==> src/rtl/multicycle_main_control_pkg.sv <==
// Shared constants for the multicycle Mini-MIPS control FSM: state codes,
// opcode map, ALUop encodings, mux selects and the control bundle type.
package mc_pkg;

    typedef logic [3:0] state_t;

    localparam state_t ST_IDLE     = 4'd0;
    localparam state_t ST_FETCH    = 4'd1;
    localparam state_t ST_DECODE   = 4'd2;
    localparam state_t ST_EXEC_R   = 4'd3;
    localparam state_t ST_EXEC_I   = 4'd4;
    localparam state_t ST_ALU_WB   = 4'd5;
    localparam state_t ST_MEM_ADDR = 4'd6;
    localparam state_t ST_MEM_RD   = 4'd7;
    localparam state_t ST_MEM_WB   = 4'd8;
    localparam state_t ST_MEM_WR   = 4'd9;
    localparam state_t ST_BRANCH   = 4'd10;

    localparam int unsigned OP_RTYPE = 0;
    localparam int unsigned OP_ADDI  = 1;
    localparam int unsigned OP_ANDI  = 2;
    localparam int unsigned OP_ORI   = 3;
    localparam int unsigned OP_NORI  = 4;
    localparam int unsigned OP_SLTI  = 5;
    localparam int unsigned OP_LW    = 6;
    localparam int unsigned OP_SW    = 7;
    localparam int unsigned OP_BEQ   = 8;
    localparam int unsigned OP_BNE   = 9;

    localparam logic [2:0] ALU_ADD   = 3'b000;
    localparam logic [2:0] ALU_SUB   = 3'b001;
    localparam logic [2:0] ALU_AND   = 3'b010;
    localparam logic [2:0] ALU_OR    = 3'b011;
    localparam logic [2:0] ALU_NOR   = 3'b100;
    localparam logic [2:0] ALU_SLT   = 3'b101;
    localparam logic [2:0] ALU_FUNCT = 3'b110;

    localparam logic [1:0] SRCB_REG  = 2'b00;
    localparam logic [1:0] SRCB_ONE  = 2'b01;
    localparam logic [1:0] SRCB_IMM  = 2'b10;
    localparam logic [1:0] SRCB_BOFS = 2'b11;

    localparam logic [1:0] PCSRC_ALU    = 2'b00;
    localparam logic [1:0] PCSRC_ALUOUT = 2'b01;

    typedef struct packed {
        logic       pc_write;
        logic       pc_write_cond;
        logic       i_or_d;
        logic       ir_write;
        logic       mem_read;
        logic       mem_write;
        logic       mem_to_reg;
        logic       reg_dst;
        logic       reg_write;
        logic       alu_src_a;
        logic       branch_ne;
        logic [1:0] alu_src_b;
        logic [1:0] pc_source;
        logic [2:0] alu_op;
        logic       instr_done;
        logic       illegal_op;
        logic       mem_timeout;
    } ctrl_t;

    // ALU operation for the immediate-form arithmetic/logic instructions.
    function automatic logic [2:0] imm_alu_op(input logic [31:0] op);
        logic [2:0] r;
        r = ALU_ADD;
        case (op)
            OP_ANDI: r = ALU_AND;
            OP_ORI:  r = ALU_OR;
            OP_NORI: r = ALU_NOR;
            OP_SLTI: r = ALU_SLT;
            default: r = ALU_ADD;
        endcase
        return r;
    endfunction

endpackage

==> src/rtl/multicycle_main_control_if.sv <==
// Control bus between the multicycle controller (master) and the datapath /
// instruction register / memory side (slave).
interface multicycle_main_control_if #(
    parameter int OPCODE_W = 4,
    parameter int ALUOP_W  = 3
);
    logic                en;
    logic [OPCODE_W-1:0] opcode;
    logic                mem_ready;

    logic                PCWrite;
    logic                PCWriteCond;
    logic                IorD;
    logic                IRWrite;
    logic                MemRead;
    logic                MemWrite;
    logic                MemtoReg;
    logic                RegDst;
    logic                RegWrite;
    logic                ALUSrcA;
    logic                BranchNe;
    logic [1:0]          ALUSrcB;
    logic [1:0]          PCSource;
    logic [ALUOP_W-1:0]  ALUop;
    logic                instr_done;
    logic                illegal_op;
    logic                mem_timeout;

    modport master (
        input  en, opcode, mem_ready,
        output PCWrite, PCWriteCond, IorD, IRWrite, MemRead, MemWrite,
               MemtoReg, RegDst, RegWrite, ALUSrcA, BranchNe, ALUSrcB,
               PCSource, ALUop, instr_done, illegal_op, mem_timeout
    );

    modport slave (
        output en, opcode, mem_ready,
        input  PCWrite, PCWriteCond, IorD, IRWrite, MemRead, MemWrite,
               MemtoReg, RegDst, RegWrite, ALUSrcA, BranchNe, ALUSrcB,
               PCSource, ALUop, instr_done, illegal_op, mem_timeout
    );
endinterface

==> src/rtl/multicycle_main_control_wait_timer.sv <==
// Memory wait counter: counts stalled cycles and flags the cycle on which
// the wait budget is exhausted.
module mc_wait_timer #(
    parameter int TIMEOUT = 16
) (
    input  logic clk,
    input  logic rst_n,
    input  logic clear,
    input  logic waiting,
    output logic expired
);
    localparam int CNT_W = (TIMEOUT > 1) ? $clog2(TIMEOUT) : 1;
    localparam logic [CNT_W-1:0] LAST = CNT_W'(TIMEOUT - 1);

    logic [CNT_W-1:0] cnt_q, cnt_d;

    always_comb begin
        cnt_d = cnt_q;
        if (clear) begin
            cnt_d = '0;
        end else if (waiting && (cnt_q != LAST)) begin
            cnt_d = cnt_q + CNT_W'(1);
        end
    end

    always_ff @(posedge clk or negedge rst_n) begin
        if (!rst_n) begin
            cnt_q <= '0;
        end else begin
            cnt_q <= cnt_d;
        end
    end

    assign expired = waiting && (cnt_q == LAST);

endmodule

==> src/rtl/multicycle_main_control.sv <==
// Multicycle control FSM for the Mini-MIPS shared-ALU/shared-memory datapath.
//
// state    | meaning
// IDLE     | halted, all controls low, waits for en
// FETCH    | read instruction, PC += 1 when memory answers
// DECODE   | latch opcode, precompute branch target
// EXEC_R   | register-register ALU operation
// EXEC_I   | register-immediate ALU operation
// ALU_WB   | write ALU result to register file
// MEM_ADDR | compute load/store address
// MEM_RD   | load data read, stalls on mem_ready
// MEM_WB   | write loaded data to register file
// MEM_WR   | store data write, stalls on mem_ready
// BRANCH   | compare and conditionally update PC
module multicycle_main_control
    import mc_pkg::*;
#(
    parameter int OPCODE_W = 4,
    parameter int ALUOP_W  = 3,
    parameter int TIMEOUT  = 16
) (
    input  logic                      clk,
    input  logic                      rst_n,
    multicycle_main_control_if.master bus
);

    state_t              state_q, state_d;
    logic [OPCODE_W-1:0] op_q, op_d;
    ctrl_t               ctl;
    logic                in_wait_state;
    logic                waiting;
    logic                expired;
    logic                state_chg;
    logic [31:0]         opc_now;
    logic [31:0]         opc_lat;

    assign opc_now = 32'(bus.opcode);
    assign opc_lat = 32'(op_q);

    assign in_wait_state = (state_q == ST_FETCH) || (state_q == ST_MEM_RD) ||
                           (state_q == ST_MEM_WR);
    assign waiting   = in_wait_state && !bus.mem_ready;
    assign state_chg = (state_d != state_q);

    mc_wait_timer #(
        .TIMEOUT (TIMEOUT)
    ) u_wait (
        .clk     (clk),
        .rst_n   (rst_n),
        .clear   (state_chg),
        .waiting (waiting),
        .expired (expired)
    );

    always_comb begin
        state_d = state_q;
        op_d    = op_q;
        ctl     = '0;
        case (state_q)
            ST_IDLE: begin
                if (bus.en) state_d = ST_FETCH;
            end
            ST_FETCH: begin
                ctl.mem_read  = 1'b1;
                ctl.alu_src_b = SRCB_ONE;
                ctl.alu_op    = ALU_ADD;
                ctl.pc_source = PCSRC_ALU;
                ctl.ir_write  = bus.mem_ready;
                ctl.pc_write  = bus.mem_ready;
                if (bus.mem_ready) begin
                    state_d = ST_DECODE;
                end else if (expired) begin
                    ctl.mem_timeout = 1'b1;
                    state_d         = ST_IDLE;
                end
            end
            ST_DECODE: begin
                ctl.alu_src_b = SRCB_BOFS;
                ctl.alu_op    = ALU_ADD;
                op_d          = bus.opcode;
                case (opc_now)
                    OP_RTYPE:                                  state_d = ST_EXEC_R;
                    OP_ADDI, OP_ANDI, OP_ORI, OP_NORI, OP_SLTI: state_d = ST_EXEC_I;
                    OP_LW, OP_SW:                              state_d = ST_MEM_ADDR;
                    OP_BEQ, OP_BNE:                            state_d = ST_BRANCH;
                    default: begin
                        ctl.illegal_op = 1'b1;
                        ctl.instr_done = 1'b1;
                    end
                endcase
            end
            ST_EXEC_R: begin
                ctl.alu_src_a = 1'b1;
                ctl.alu_src_b = SRCB_REG;
                ctl.alu_op    = ALU_FUNCT;
                state_d       = ST_ALU_WB;
            end
            ST_EXEC_I: begin
                ctl.alu_src_a = 1'b1;
                ctl.alu_src_b = SRCB_IMM;
                ctl.alu_op    = imm_alu_op(opc_lat);
                state_d       = ST_ALU_WB;
            end
            ST_ALU_WB: begin
                ctl.reg_write  = 1'b1;
                ctl.reg_dst    = (opc_lat == OP_RTYPE);
                ctl.instr_done = 1'b1;
            end
            ST_MEM_ADDR: begin
                ctl.alu_src_a = 1'b1;
                ctl.alu_src_b = SRCB_IMM;
                ctl.alu_op    = ALU_ADD;
                state_d       = (opc_lat == OP_LW) ? ST_MEM_RD : ST_MEM_WR;
            end
            ST_MEM_RD: begin
                ctl.mem_read = 1'b1;
                ctl.i_or_d   = 1'b1;
                if (bus.mem_ready) begin
                    state_d = ST_MEM_WB;
                end else if (expired) begin
                    ctl.mem_timeout = 1'b1;
                    state_d         = ST_IDLE;
                end
            end
            ST_MEM_WB: begin
                ctl.reg_write  = 1'b1;
                ctl.mem_to_reg = 1'b1;
                ctl.instr_done = 1'b1;
            end
            ST_MEM_WR: begin
                ctl.mem_write = 1'b1;
                ctl.i_or_d    = 1'b1;
                if (bus.mem_ready) begin
                    ctl.instr_done = 1'b1;
                end else if (expired) begin
                    ctl.mem_timeout = 1'b1;
                    state_d         = ST_IDLE;
                end
            end
            ST_BRANCH: begin
                ctl.alu_src_a     = 1'b1;
                ctl.alu_src_b     = SRCB_REG;
                ctl.alu_op        = ALU_SUB;
                ctl.pc_write_cond = 1'b1;
                ctl.pc_source     = PCSRC_ALUOUT;
                ctl.branch_ne     = (opc_lat == OP_BNE);
                ctl.instr_done    = 1'b1;
            end
            default: state_d = ST_IDLE;
        endcase

        // en is only honoured at instruction boundaries
        if (ctl.instr_done) begin
            state_d = bus.en ? ST_FETCH : ST_IDLE;
        end
    end

    always_ff @(posedge clk or negedge rst_n) begin
        if (!rst_n) begin
            state_q <= ST_IDLE;
            op_q    <= '0;
        end else begin
            state_q <= state_d;
            op_q    <= op_d;
        end
    end

    assign bus.PCWrite     = ctl.pc_write;
    assign bus.PCWriteCond = ctl.pc_write_cond;
    assign bus.IorD        = ctl.i_or_d;
    assign bus.IRWrite     = ctl.ir_write;
    assign bus.MemRead     = ctl.mem_read;
    assign bus.MemWrite    = ctl.mem_write;
    assign bus.MemtoReg    = ctl.mem_to_reg;
    assign bus.RegDst      = ctl.reg_dst;
    assign bus.RegWrite    = ctl.reg_write;
    assign bus.ALUSrcA     = ctl.alu_src_a;
    assign bus.BranchNe    = ctl.branch_ne;
    assign bus.ALUSrcB     = ctl.alu_src_b;
    assign bus.PCSource    = ctl.pc_source;
    assign bus.ALUop       = ALUOP_W'(ctl.alu_op);
    assign bus.instr_done  = ctl.instr_done;
    assign bus.illegal_op  = ctl.illegal_op;
    assign bus.mem_timeout = ctl.mem_timeout;

endmodule
==> src/flat_wrapper.sv <==
// flat-port wrapper written by rule: the top's interface ports become plain ports
module multicycle_main_control_flat import mc_pkg::*;
#(
    parameter int OPCODE_W = 4,
    parameter int ALUOP_W  = 3,
    parameter int TIMEOUT  = 16
)
  (clk, rst_n, bus_en, bus_opcode, bus_mem_ready, bus_PCWrite, bus_PCWriteCond, bus_IorD, bus_IRWrite, bus_MemRead, bus_MemWrite, bus_MemtoReg, bus_RegDst, bus_RegWrite, bus_ALUSrcA, bus_BranchNe, bus_ALUSrcB, bus_PCSource, bus_ALUop, bus_instr_done, bus_illegal_op, bus_mem_timeout);
  multicycle_main_control_if #(.OPCODE_W(OPCODE_W), .ALUOP_W(ALUOP_W)) bus_i ();
  input  logic clk;
  input  logic rst_n;
  input wire logic [$bits(bus_i.en)-1:0] bus_en;
  input wire logic [$bits(bus_i.opcode)-1:0] bus_opcode;
  input wire logic [$bits(bus_i.mem_ready)-1:0] bus_mem_ready;
  output wire logic [$bits(bus_i.PCWrite)-1:0] bus_PCWrite;
  output wire logic [$bits(bus_i.PCWriteCond)-1:0] bus_PCWriteCond;
  output wire logic [$bits(bus_i.IorD)-1:0] bus_IorD;
  output wire logic [$bits(bus_i.IRWrite)-1:0] bus_IRWrite;
  output wire logic [$bits(bus_i.MemRead)-1:0] bus_MemRead;
  output wire logic [$bits(bus_i.MemWrite)-1:0] bus_MemWrite;
  output wire logic [$bits(bus_i.MemtoReg)-1:0] bus_MemtoReg;
  output wire logic [$bits(bus_i.RegDst)-1:0] bus_RegDst;
  output wire logic [$bits(bus_i.RegWrite)-1:0] bus_RegWrite;
  output wire logic [$bits(bus_i.ALUSrcA)-1:0] bus_ALUSrcA;
  output wire logic [$bits(bus_i.BranchNe)-1:0] bus_BranchNe;
  output wire logic [$bits(bus_i.ALUSrcB)-1:0] bus_ALUSrcB;
  output wire logic [$bits(bus_i.PCSource)-1:0] bus_PCSource;
  output wire logic [$bits(bus_i.ALUop)-1:0] bus_ALUop;
  output wire logic [$bits(bus_i.instr_done)-1:0] bus_instr_done;
  output wire logic [$bits(bus_i.illegal_op)-1:0] bus_illegal_op;
  output wire logic [$bits(bus_i.mem_timeout)-1:0] bus_mem_timeout;
  assign bus_i.en = bus_en;
  assign bus_i.opcode = bus_opcode;
  assign bus_i.mem_ready = bus_mem_ready;
  assign bus_PCWrite = bus_i.PCWrite;
  assign bus_PCWriteCond = bus_i.PCWriteCond;
  assign bus_IorD = bus_i.IorD;
  assign bus_IRWrite = bus_i.IRWrite;
  assign bus_MemRead = bus_i.MemRead;
  assign bus_MemWrite = bus_i.MemWrite;
  assign bus_MemtoReg = bus_i.MemtoReg;
  assign bus_RegDst = bus_i.RegDst;
  assign bus_RegWrite = bus_i.RegWrite;
  assign bus_ALUSrcA = bus_i.ALUSrcA;
  assign bus_BranchNe = bus_i.BranchNe;
  assign bus_ALUSrcB = bus_i.ALUSrcB;
  assign bus_PCSource = bus_i.PCSource;
  assign bus_ALUop = bus_i.ALUop;
  assign bus_instr_done = bus_i.instr_done;
  assign bus_illegal_op = bus_i.illegal_op;
  assign bus_mem_timeout = bus_i.mem_timeout;
  multicycle_main_control #(.OPCODE_W(OPCODE_W), .ALUOP_W(ALUOP_W), .TIMEOUT(TIMEOUT)) u_core (.clk(clk), .rst_n(rst_n), .bus(bus_i));
endmodule
==> config.mk <==
export PLATFORM = sky130hd
export DESIGN_NAME = multicycle_main_control_flat
export DESIGN_NICKNAME = d
export VERILOG_FILES = /design/src/rtl/multicycle_main_control_pkg.sv /design/src/rtl/multicycle_main_control_if.sv /design/src/rtl/multicycle_main_control_wait_timer.sv /design/src/rtl/multicycle_main_control.sv /design/src/flat_wrapper.sv
export SDC_FILE = /design/constraint.sdc
export NUM_CORES = 1
export LEC_CHECK = 0
export BUFFER_PORTS_ARGS = -buffer_cell sky130_fd_sc_hd__buf_2
export CAP_MARGIN = 10
export CORE_MARGIN = 1
export CORE_UTILIZATION = 38
export CTS_CLUSTER_DIAMETER = 150
export DETAILED_ROUTE_END_ITERATION = 10
export PLACE_DENSITY = 0.69
export SETUP_SLACK_MARGIN = 0.05
export SYNTH_ARGS = -nofsm -noshare
export SYNTH_HDL_FRONTEND = slang
export SYNTH_SLANG_ARGS = --single-unit
==> constraint.sdc <==
create_clock -name clk -period 5.05 [get_ports clk]
set_input_delay 0.505 -clock clk [delete_from_list [all_inputs] [get_ports clk]]
set_output_delay 0.505 -clock clk [all_outputs]
set_load 0.02 [all_outputs]
==> results by group <==
Floorplanning
  – Die ar.: roughly 0.0033 mm2
  – Core region area: 0.00283 mm2
  – Die Y: 57.2 um
  – I/O Pins: 29
  – Die Wd: about 57 um
  – Initial Util: 0.410
  – Rows: 19

Final layout
  – Final Util: 0.452
  – Multi-input gate area: about 750 um2
  – Most frequent cells in the layout: 27 x buf_2, 16 x nand2_1, 13 x nor2_1
  – Share of cells above drive strength 1: 0.264
  – Fill count: between 200 and 300
  – Area grow syn2layout: 10.4%
  – Commonest non-fill, non-tap cell in the layout: buf_2
  – Diode count: 0
  – Nets: about 170
  – Seq. cell area: 300 um2

Global route
  – Pin count of the biggest net entering global routing: 26
  – First-pass GRT wire length: about 4600 um
  – Initial antenna violation count: 0
  – Vias in the first global route: 1048
  – GRT Total Usage: 0.183
  – Gr ovfl total: 0

STA
  – Period utilization: 0.525
  – Minimum clock period: between 2 and 3 ns
  – Final worst slack: approximately 2.4 ns
  – Worst-Margin Slew: about 0.74 ns
  – RSZ-0062 raised after global routing: false
  – Skew final: ~0.0037 ns
  – Setup TNS: 0 ns
  – Final Hold Fails: 0
  – Slew margin rel.: 0.509
  – Highest Clock Rate: 377 MHz
  – Final Max Slew Viols: 0
  – Final setup viols: 0

Clock network
  – CTS Root Cell: clkbuf_4
  – Post-CTS setup buffer count: 0
  – Post_cts resized: 0
  – Hold-fix buffers, CTS: 0
  – Clock tree from TritonCTS: done
  – CTS sink cnt: 12
  – Worst skew pair latency: around 0.27 ns
  – Clock Path Buffers: 2
  – Reg clk slew, reported paths: 0.07 ns
  – H-tree levels: 1
  – CTS Buf Count: 3

Power and ir drop
  – LEAKAGE: 0.593 nW
  – Pwr Density: 494 mW/mm2
  – Largest vdd supply drop: about 0.00021 V
  – Power, Total: around 0.63 mW

Critical path
  – Worst setup SP type: flip-flop
  – Worst path buffer plus inverter count: 1
  – Critical Path AT: 2.14 ns
  – Crit-path cells: nand2b_1 -> or3_4 -> nand2_1 -> buf_2
  – CP Class: flip-flop to output port
  – WP data required: ~4.6 ns
  – CP max stage cell: dfrtp_1
  – CP endpoint kind: output port
  – Max incr delay on CP: approximately 0.8 ns
  – Crit-path max FO: 25
  – Top delay family on crit path: simple AND/OR/NAND/NOR gates

Placement
  – Setup Slack @ Placement: around 2.6 ns
  – PortBufs: 27
  – GP Congestion: 0.904
  – Detail Placement HPWL: between 2000 and 2500 um

Synthesis
  – Ys flop type: dfrtp_1
  – Post-synth EDFFs: 0
  – Seq cells post-synth: 12
  – Post-Syn Area per Cell: about 8.0 um2
  – Mapped Area: between 0.001 and 0.0015 mm2
  – Async set-reset flop share out of synthesis: 1.00
  – Synth Warn #: 0
  – Syn nets: between 150 and 200
  – Netlist cell types: 57
  – Cells after Synth: 145
  – Seq/Total Area, Yosys: 0.259

Run status
  – Failing checks: DRC
  – Outcome: complete, but fails checks

Flow run
  – Max Cap Viol: 0

Hold path
  – Worst min-delay path class: input port to async pin

Detailed routing
  – Initial DRC Count: 70
  – Routed len/inst: 14.7 um
  – Vias: 1130
  – Pre-Repair DR Iteration Count: 7
  – DRC: 2
  – Total wire length: approximately 2900 um
  – Via density: just under 6
  – DRT antenna net count: 0
## where the power goes
part	switching (mW)	internal, mW	leakage [nW]
Sequential	0.0844	0.126	0.156
Combinational	0.218	0.146	0.423
Clock	0.0306	0.0276	0.0138
## synthesized netlist by cell type, drive strengths merged, types with 3 or more instances
library cell  number  share of area
a211oi             4          0.030
a21oi              3          0.013
buf                9          0.056
clkbuf             3         0.0097
dfrtp             12           0.26
inv                8          0.026
mux2               3          0.029
nand2             16          0.052
nand2b             5          0.027
nand3              3          0.013
nor2              14          0.047
nor3               3          0.013
nor4               4          0.022
o211ai             3          0.031
o21ai             11          0.047
or2                3          0.016
xor2               3          0.029
## worst register-to-register path, cell delays in order, from the launching register on
cell	delay [ns]
dfrtp_1	0.79
nand3b_1	0.28
a211oi_2	0.45
a311oi_1	0.11
o2bb2ai_2	0.23
xor2_2	0.11
nor4_1	0.32
## final timing paths
kind | start | to | slack [ns] | cells past startpoint
worst max-delay path | u_core.state_q[1]$_DFF_PN0_ | bus_instr_done | 2.40 | 4
worst min-delay path | rst_n | u_core.state_q[2]$_DFF_PN0_ | 0.1 | 1
worst max register to register | u_core.state_q[1]$_DFF_PN0_ | u_core.u_wait.cnt_q[2]$_DFFE_PN0P_ | 2.66 | 6
worst min register to register | u_core.u_wait.cnt_q[3]$_DFFE_PN0P_ | u_core.u_wait.cnt_q[3]$_DFFE_PN0P_ | 0.62 | 3
max in group asynchronous | rst_n | u_core.state_q[3]$_DFF_PN0_ | 4.74 | 1
min in group clk | bus_opcode[1] | u_core.op_q[1]$_DFFE_PN0P_ | 0.51 | 3
## stage by stage
step                instances  cell area [um2]  hold slack, ns
floorplan                 145             1160           0.209
global placement          191             1260           0.393
detailed placement        191             1260           0.401
CTS                       194             1280           0.108
global route              194             1280           0.105
finish                    194             1280          0.0986
## final cells by class
class | count | share of cell area
multi-input cells | 113 | 0.588
flip-flops and latches | 12 | 0.235
repair buffers | 27 | 0.106
well taps | 31 | 0.0303
inverters | 8 | 0.0235
clock buffers | 3 | 0.0176
## logic make-up after synthesis
logic type,after synthesis,synth area share
compound gates,39,0.256
xor+xnor,5,0.0442
fa+ha+maj,1,0.0108
buf+inv,20,0.0917
flops,12,0.259
mux,4,0.0378
other cells,1,0.00323
simple gates,63,0.298
## state kept, by name (all words and copies together), names as in the netlist
register             cells
u_core.op_q              4
u_core.state_q           4
u_core.u_wait.cnt_q      4
## routing by layer
| metal | part of all wire | global-route usage | routed length (um) |
|---|---|---|---|
| met5 | 0 | 0 | 0 |
| met4 | 0.018 | 0.108 | 52 |
| met3 | 0.027 | 0.0227 | 78 |
| met2 | 0.48 | 0.292 | 1360 |
| met1 | 0.48 | 0.239 | 1360 |
No activity file was read; power rests on OpenSTA's default activity.
